==> src/rtl/seq_detector_param.sv <==
`default_nettype none
// ============================================================================
//  Module   : seq_detector_param
//  Brief    : Runtime-loadable serial pattern detector with a registered match
//             pulse, a saturating match counter and a sticky config error flag.
//  Revision : 1.0  initial release
// ============================================================================
module seq_detector_param #(
    parameter int                 MAX_LEN     = 8,
    parameter int                 CNT_W       = 8,
    parameter logic [MAX_LEN-1:0] RST_PATTERN = 8'h0D,
    parameter int                 RST_LEN     = 5,
    parameter bit                 RST_OVERLAP = 1'b1,
    parameter int                 LEN_W       = $clog2(MAX_LEN + 1)
) (
    input  logic               clk,
    input  logic               rst_n,
    input  logic               in_valid,
    input  logic               in_bit,
    input  logic               cfg_load,
    input  logic [MAX_LEN-1:0] cfg_pattern,
    input  logic [LEN_W-1:0]   cfg_len,
    input  logic               cfg_overlap,
    input  logic               cnt_clr,
    output logic               match,
    output logic [CNT_W-1:0]   match_count,
    output logic               cfg_err
);

    localparam logic [LEN_W-1:0] c_MAX_LEN = LEN_W'(MAX_LEN);
    localparam logic [CNT_W-1:0] c_CNT_MAX = '1;

    logic [MAX_LEN-1:0] r_hist;
    logic [MAX_LEN-1:0] r_pat;
    logic [LEN_W-1:0]   r_fill;
    logic [LEN_W-1:0]   r_len;
    logic               r_ovl;
    logic               r_match;
    logic               r_err;
    logic [CNT_W-1:0]   r_cnt;

    logic [MAX_LEN-1:0] w_hist_n;
    logic [LEN_W-1:0]   w_fill_n;
    logic [MAX_LEN-1:0] w_mask;
    logic               w_cfg_ok;
    logic               w_hit;

    always_comb begin
        w_hist_n = {r_hist[MAX_LEN-2:0], in_bit};
        w_fill_n = (r_fill >= c_MAX_LEN) ? c_MAX_LEN : r_fill + 1'b1;
        // Only the low r_len history bits take part in the comparison.
        w_mask = '0;
        for (int i = 0; i < MAX_LEN; i++) begin
            if (LEN_W'(i) < r_len) begin
                w_mask[i] = 1'b1;
            end
        end
        w_cfg_ok = (cfg_len != '0) && (cfg_len <= c_MAX_LEN);
        w_hit    = in_valid && !cfg_load && (w_fill_n >= r_len) &&
                   (((w_hist_n ^ r_pat) & w_mask) == '0);
    end

    always_ff @(posedge clk or negedge rst_n) begin
        if (!rst_n) begin
            r_hist  <= '0;
            r_fill  <= '0;
            r_pat   <= RST_PATTERN;
            r_len   <= LEN_W'(RST_LEN);
            r_ovl   <= RST_OVERLAP;
            r_match <= 1'b0;
            r_err   <= 1'b0;
        end else if (cfg_load) begin
            r_match <= 1'b0;
            if (w_cfg_ok) begin
                r_pat  <= cfg_pattern;
                r_len  <= cfg_len;
                r_ovl  <= cfg_overlap;
                r_err  <= 1'b0;
                r_hist <= '0;
                r_fill <= '0;
            end else begin
                r_err <= 1'b1;
            end
        end else if (in_valid) begin
            r_match <= w_hit;
            r_hist  <= w_hist_n;
            // Non-overlapping mode demands a full fresh pattern after each hit.
            r_fill  <= (w_hit && !r_ovl) ? '0 : w_fill_n;
        end else begin
            r_match <= 1'b0;
        end
    end

    always_ff @(posedge clk or negedge rst_n) begin
        if (!rst_n) begin
            r_cnt <= '0;
        end else if (cnt_clr) begin
            r_cnt <= w_hit ? CNT_W'(1) : '0;
        end else if (w_hit && (r_cnt != c_CNT_MAX)) begin
            r_cnt <= r_cnt + 1'b1;
        end
    end

    assign match       = r_match;
    assign match_count = r_cnt;
    assign cfg_err     = r_err;

endmodule
`default_nettype wire
==> config.mk <==
export PLATFORM = sky130hd
export DESIGN_NAME = seq_detector_param
export DESIGN_NICKNAME = d
export VERILOG_FILES = /design/src/rtl/seq_detector_param.sv
export SDC_FILE = /design/constraint.sdc
export NUM_CORES = 1
export LEC_CHECK = 0
export ABC_AREA = 1
export CORE_MARGIN = 2
export CORE_UTILIZATION = 56
export CTS_BUF_LIST = sky130_fd_sc_hd__clkbuf_4
export DETAILED_ROUTE_END_ITERATION = 10
export MAX_ROUTING_LAYER = met4
export PLACE_DENSITY = 0.82
export SLEW_MARGIN = 25
export SYNTH_ARGS = -nofsm -noshare
export SYNTH_HDL_FRONTEND = slang
export SYNTH_SLANG_ARGS = --single-unit
==> constraint.sdc <==
create_clock -name clk -period 2.5 [get_ports clk]
set_input_delay 0.25 -clock clk [delete_from_list [all_inputs] [get_ports clk]]
set_output_delay 0.25 -clock clk [all_outputs]
set_load 0.03 [all_outputs]
# Word-level counts from Yosys, hierarchy flattened
# Cells that the tools add are included.
# word_totals
reg_bits	34
latchBits	0
ram_bits	0
rom_bits	0
in_bits	19
out_inout_bits	10
word_cells	61
mem_count	0
# classes
addsub	2
mul	0
div	0
order_cmp	11
n_eq_ne	2
shifts	0
n_mux	22
bitwise_logic	2
reduce_logical	14
# op_table
op	n
7-bit 2-to-1 mux	3
4-bit 2-to-1 mux	5
3-bit by 4-bit less-than comparator with 1-bit output (first input constant)	4
8-bit 2-to-1 mux	2
1-bit 2-to-1 mux	12
8-bit by 1-bit adder with 8-bit output (second input constant)	1
8-bit bitwise AND	1
8-bit logical NOT	1
1-bit by 4-bit less-than comparator with 1-bit output (first input constant)	2
2-bit by 4-bit less-than comparator with 1-bit output (first input constant)	2
8-bit inequality test (second input constant)	1
8-bit bitwise XOR	1
1-bit logical AND	6
4-bit by 1-bit adder with 4-bit output (second input constant)	1
4-bit greater-or-equal comparator	1
4-bit greater-or-equal comparator (second input constant)	1
4-bit less-or-equal comparator (second input constant)	1
2-bit AND reduction	2
2-bit nonzero test	2
4-bit nonzero test	1
1-bit logical NOT	2
2-bit by 1-bit inequality test with 1-bit output (second input constant)	1

# Logic depth before layout (Yosys ltp)
# depth
ltp_word	9
ltp_mapped	14
mapped_depth_nobuf	14

# Least setup slack after synthesis
# OpenSTA, ideal clock, no wires.
# synth_path
path_type	reg-to-reg
from	reg r_fill[0]
to	reg r_fill[0]
setup_time_ps	117
arrival_time_ps	1700
required_time_ps	2383
slack_ps	682
path_stages_with_launch	14
n_path_buf	0
period_less_slack_ps	1818
path_cell_list	dfrtp_1 > ha_1 > xnor2_1 > nor2_1 > ha_1 > nand2_1 > inv_1 > nand2_1 > nand2_1 > nand3_1 > nor2_4 > nand2_2 > nand3_1 > nand2_1
# synth_between
elab_chain_cells	9
word_cells_on_any_way	10
classes_between	add/sub (1); order compare (2); mux (4); reduce/logical (3)
# synth_rtl
element	line_no	source
start: declaration	35	logic [LEN_W-1:0] r_fill;
start signal: assignment	88	r_fill <= (w_hit && !r_ovl) ? '0 : w_fill_n;
4-bit by 1-bit adder with 4-bit output / 4-bit greater-or-equal comparator (equally long branches)	50	w_fill_n = (r_fill >= c_MAX_LEN) ? c_MAX_LEN : r_fill + 1'b1;
4-bit 2-to-1 mux *	50	
4-bit greater-or-equal comparator	59	w_hit = in_valid && !cfg_load && (w_fill_n >= r_len) &&
1-bit logical AND (2 in a row)	59	
1-bit logical AND	88	
4-bit 2-to-1 mux *	88	
4-bit 2-to-1 mux *	84	end else if (in_valid) begin
4-bit 2-to-1 mux *	72	end else if (cfg_load) begin
# Mark *: on every way between the ends. The rest lies on a longest branch, timed or not. The select of a mux whose other input is x is not followed.
# A chain may end at the register's enable or synchronous reset.

# Worst setup path after layout
# layout_path
from	reg r_fill[0]
to	reg r_fill[1]
# Same word-level chain as after synthesis.

==> Flow_metrics.wiki <==
{| class="wikitable"
! Metric !! Value
|-
| Wire length after detailed routing || 3720 µm
|-
| Post-Synthesis Cell Area || 1940 µm²
|-
| Average via count per standard cell || 5.04
|-
| Combinational family with the most area after synthesis || simple AND/OR/NAND/NOR gates
|-
| Chip Height || 62.8 µm
|-
| Clock network latency to the later pin of the worst-skew pair || 0.34 ns
|-
| Dominant cell type by area after synthesis || sky130_fd_sc_hd__dfrtp_1
|-
| Overall die area || 3950 µm²
|-
| Count of TritonRoute iterations in the first routing pass || 4
|-
| Post-synthesis average cell area || 7.84 µm²
|-
| Setup TNS Final || 0 ns
|-
| Vias post-DR || 1,647
|-
| GRT Util Overall || 0.222
|-
| Number of buffers added for setup after CTS || 0
|-
| Setup-violating endpoint count in the final report || 0
|-
| Portion of synthesized cell area occupied by the leading cell type || 0.362
|-
| TritonCTS clock tree || built
|-
| Vias in the first global route || 1,600
|-
| Count of antenna diodes in the layout || 0
|-
| Slew HR || 0.716
|-
| Category of the worst setup path launch point || register
|-
| Worst Tran Pin Value || 0.426 ns
|-
| Fraction of layout instances using a drive strength above 1 || 0.146
|-
| Flip-flop and latch count after synthesis || 34
|-
| Layout area overhead || 19.8%
|-
| Horizontal die dimension || 62.8 µm
|-
| Number of buffers inserted by port buffering || 28
|-
| Post-synthesis async set-or-reset flop share || 1.00
|-
| Post-route minimum period || 2.03 ns
|-
| Clock-pin slew reported for the worst setup and hold paths after clock tree synthesis || 0.11 ns
|-
| Gate count after technology mapping || 247
|-
| Yosys warning count || 0
|-
| Static leakage || 0.00114 µW
|-
| DRC errors left || 0
|-
| Initial core utilization || 0.580
|-
| Combined area of the multi-input logic cells || 932 µm²
|-
| Number of nets still failing antenna checks after routing || 0
|-
| Sum of net half-perimeters after detailed placement || 2870 µm
|-
| Fraction of synthesized cell area in xor and xnor cells || 0.0226
|-
| Overflow after GRT || 0
|-
| TritonCTS Sinks || 34
|-
| Number of buffers inserted during clock tree synthesis || 5
|-
| Power density relative to cell area || 571 nW/µm²
|-
| Share of cell area taken by muxes after synthesis || 0
|-
| Final-report max-slew violation count || 0
|-
| # resized after CTS || 0
|-
| Largest net degree at the start of global routing || 35
|-
| Rows || 21
|-
| Number of antenna violations at the first check in global routing || 0
|-
| Largest vdd supply drop || 0.423 mV
|-
| Largest cells by area after synthesis || sky130_fd_sc_hd__dfrtp_1, sky130_fd_sc_hd__nand2_1, sky130_fd_sc_hd__dfstp_2, sky130_fd_sc_hd__inv_1, sky130_fd_sc_hd__nand3_1
|-
| Most used standard cell by instance count after synthesis || sky130_fd_sc_hd__nand2_1
|-
| Number of enable flip-flop cells after synthesis || 0
|-
| Critical path data arrival time || 2.28 ns
|-
| Synthesized Nets || 273
|-
| H-tree depth || 2
|-
| Clock skew || 0.0116 ns
|-
| DR WL/cell || 11.4 µm
|-
| Worst slack, placed || 0.486 ns
|-
| Endpoint required time on the critical path || 2.74 ns
|-
| Core footprint || 3340 µm²
|-
| Maximum fanout along the worst path || 5
|-
| I/O Pins || 29
|-
| Filler cell count in the final layout || 289
|-
| Adder and majority cell fraction of the synthesized area || 0.0452
|-
| Total number of nets in the final design || 306
|-
| Setup CP Type || register to register
|-
| Dominant register cell in the synthesized netlist || sky130_fd_sc_hd__dfrtp_1
|-
| Clock Tree Buf Depth || 2
|-
| Post-synthesis compound-gate area fraction || 0.0788
|-
| Number of max-cap violations || 0
|-
| Number of distinct standard cells referenced by the synthesized netlist || 31
|-
| Kind of end point of the critical path || register
|-
| Result of the run || complete, no violations
|-
| Share of synthesized cell area in and, or, nand and nor gates || 0.335
|-
| Post-synth top cells || sky130_fd_sc_hd__nand2_1, sky130_fd_sc_hd__dfrtp_1, sky130_fd_sc_hd__inv_1
|-
| Weighted congestion reported at the end of routability-driven placement || 0.848
|-
| Unrepaired setup endpoints after global routing || no
|-
| Clk Tree Root Cell || sky130_fd_sc_hd__clkbuf_4
|-
| Post-route setup slack || 0.465 ns
|-
| Logic depth of the worst register-to-register path || 13
|-
| Register area || 858 µm²
|-
| Count of hold buffers inserted by post-cts repair || 0
|-
| Sequential fraction of the synthesis area || 0.443
|-
| Maximum clock frequency || 0.491 GHz
|-
| Min-Delay Path Class || primary input to asynchronous set/reset pin
|-
| Final period util || 0.814
|-
| Number of DRC markers in iteration 0 || 144
|-
| Hold Vio Cnt, Final || 0
|-
| Wire length of the first global-routing pass || 6720 µm
|}
==> critical path, stage by stage (launching register included) <==
cell                      delay, ns
sky130_fd_sc_hd__dfrtp_1       0.44
sky130_fd_sc_hd__ha_1          0.22
sky130_fd_sc_hd__xnor2_1       0.17
sky130_fd_sc_hd__nor2_1        0.09
sky130_fd_sc_hd__ha_1          0.28
sky130_fd_sc_hd__nand2_1       0.04
sky130_fd_sc_hd__inv_1         0.04
sky130_fd_sc_hd__nand2_1       0.09
sky130_fd_sc_hd__nand2_1       0.07
sky130_fd_sc_hd__nand3_1       0.10
sky130_fd_sc_hd__nor2_4        0.15
sky130_fd_sc_hd__nand2_2       0.09
sky130_fd_sc_hd__nand3_1       0.09
sky130_fd_sc_hd__nand2_1       0.05
==> metal layers <==
layer,part of all wire,track usage,vias to the layer above
li1,-,-,845
met1,0.44,0.254,764
met2,0.50,0.375,28
met3,0.037,0.0523,10
met4,0.019,0.0889,0
met5,0,-,-
==> registers in the layout, indices dropped and copies added (netlist names) <==
register,flops
r_pat,8
r_hist,7
r_ovl,1
match_count,8
r_fill,4
r_len,4
cfg_err,1
match,1
==> stage by stage <==
| stage | hold WS [ns] | utilization | instances | power (µW) | area, µm² |
|---|---|---|---|---|---|
| after floorplan | -0.0456 | - | 247 | 933 | 1940 |
| after global placement | 0.480 | 0.679 | 319 | 1030 | 2270 |
| after detailed placement | 0.479 | 0.679 | 319 | 1040 | 2270 |
| after CTS | 0.325 | 0.696 | 327 | 1330 | 2320 |
| after global routing | 0.325 | 0.696 | 327 | 1410 | 2320 |
| final | 0.296 | 0.696 | 327 | 1330 | 2320 |
==> cell usage in the layout, fill, tap and decap left out, drive strengths merged, types with 6 or more instances in the layout <==
cell type / synthesis / routed
clkdlybuf4s50: 0 / 28
inv: 35 / 35
dfstp: 6 / 6
nand3: 19 / 19
o22ai: 6 / 6
dfrtp: 28 / 28
nand2: 90 / 90
ha: 7 / 7
nor2: 22 / 22
clkbuf: 0 / 6
o21ai: 11 / 11
==> path summary, 6_finish.rpt <==
kind / startpoint / end / slack [ns]
min in group clk: cfg_pattern[3] / r_pat[3] / 0.41
setup / recovery: r_fill[0] / r_fill[1] / 0.47
setup reg to reg: r_fill[0] / r_fill[1] / 0.47
hold / removal: rst_n / r_fill[3] / 0.30
max in group asynchronous: rst_n / r_ovl / 1.85
hold reg to reg: r_pat[3] / r_pat[3] / 0.49
==> power breakdown <==
group	internal (µW)	leakage (µW)	switching, µW	total (µW)
clock	116	0.0000331	181	297
combinational	149	0.000671	222	371
sequential	613	0.000435	44.1	657
==> kinds of logic after synthesis <==
logic type | after synthesis
buf+inv | 38
compound gates | 23
fa+ha+maj | 7
simple gates | 140
xor+xnor | 5
flops | 34
==> final cells by class <==
cell class              instances  share of cell area
repair buffers                 29               0.124
multi-input cells             175               0.402
clock buffers                   6              0.0194
clock inverters                 2             0.00377
well taps                      46              0.0248
flip-flops and latches         34               0.370
inverters                      35              0.0566
(Power assumes the default switching activity.)
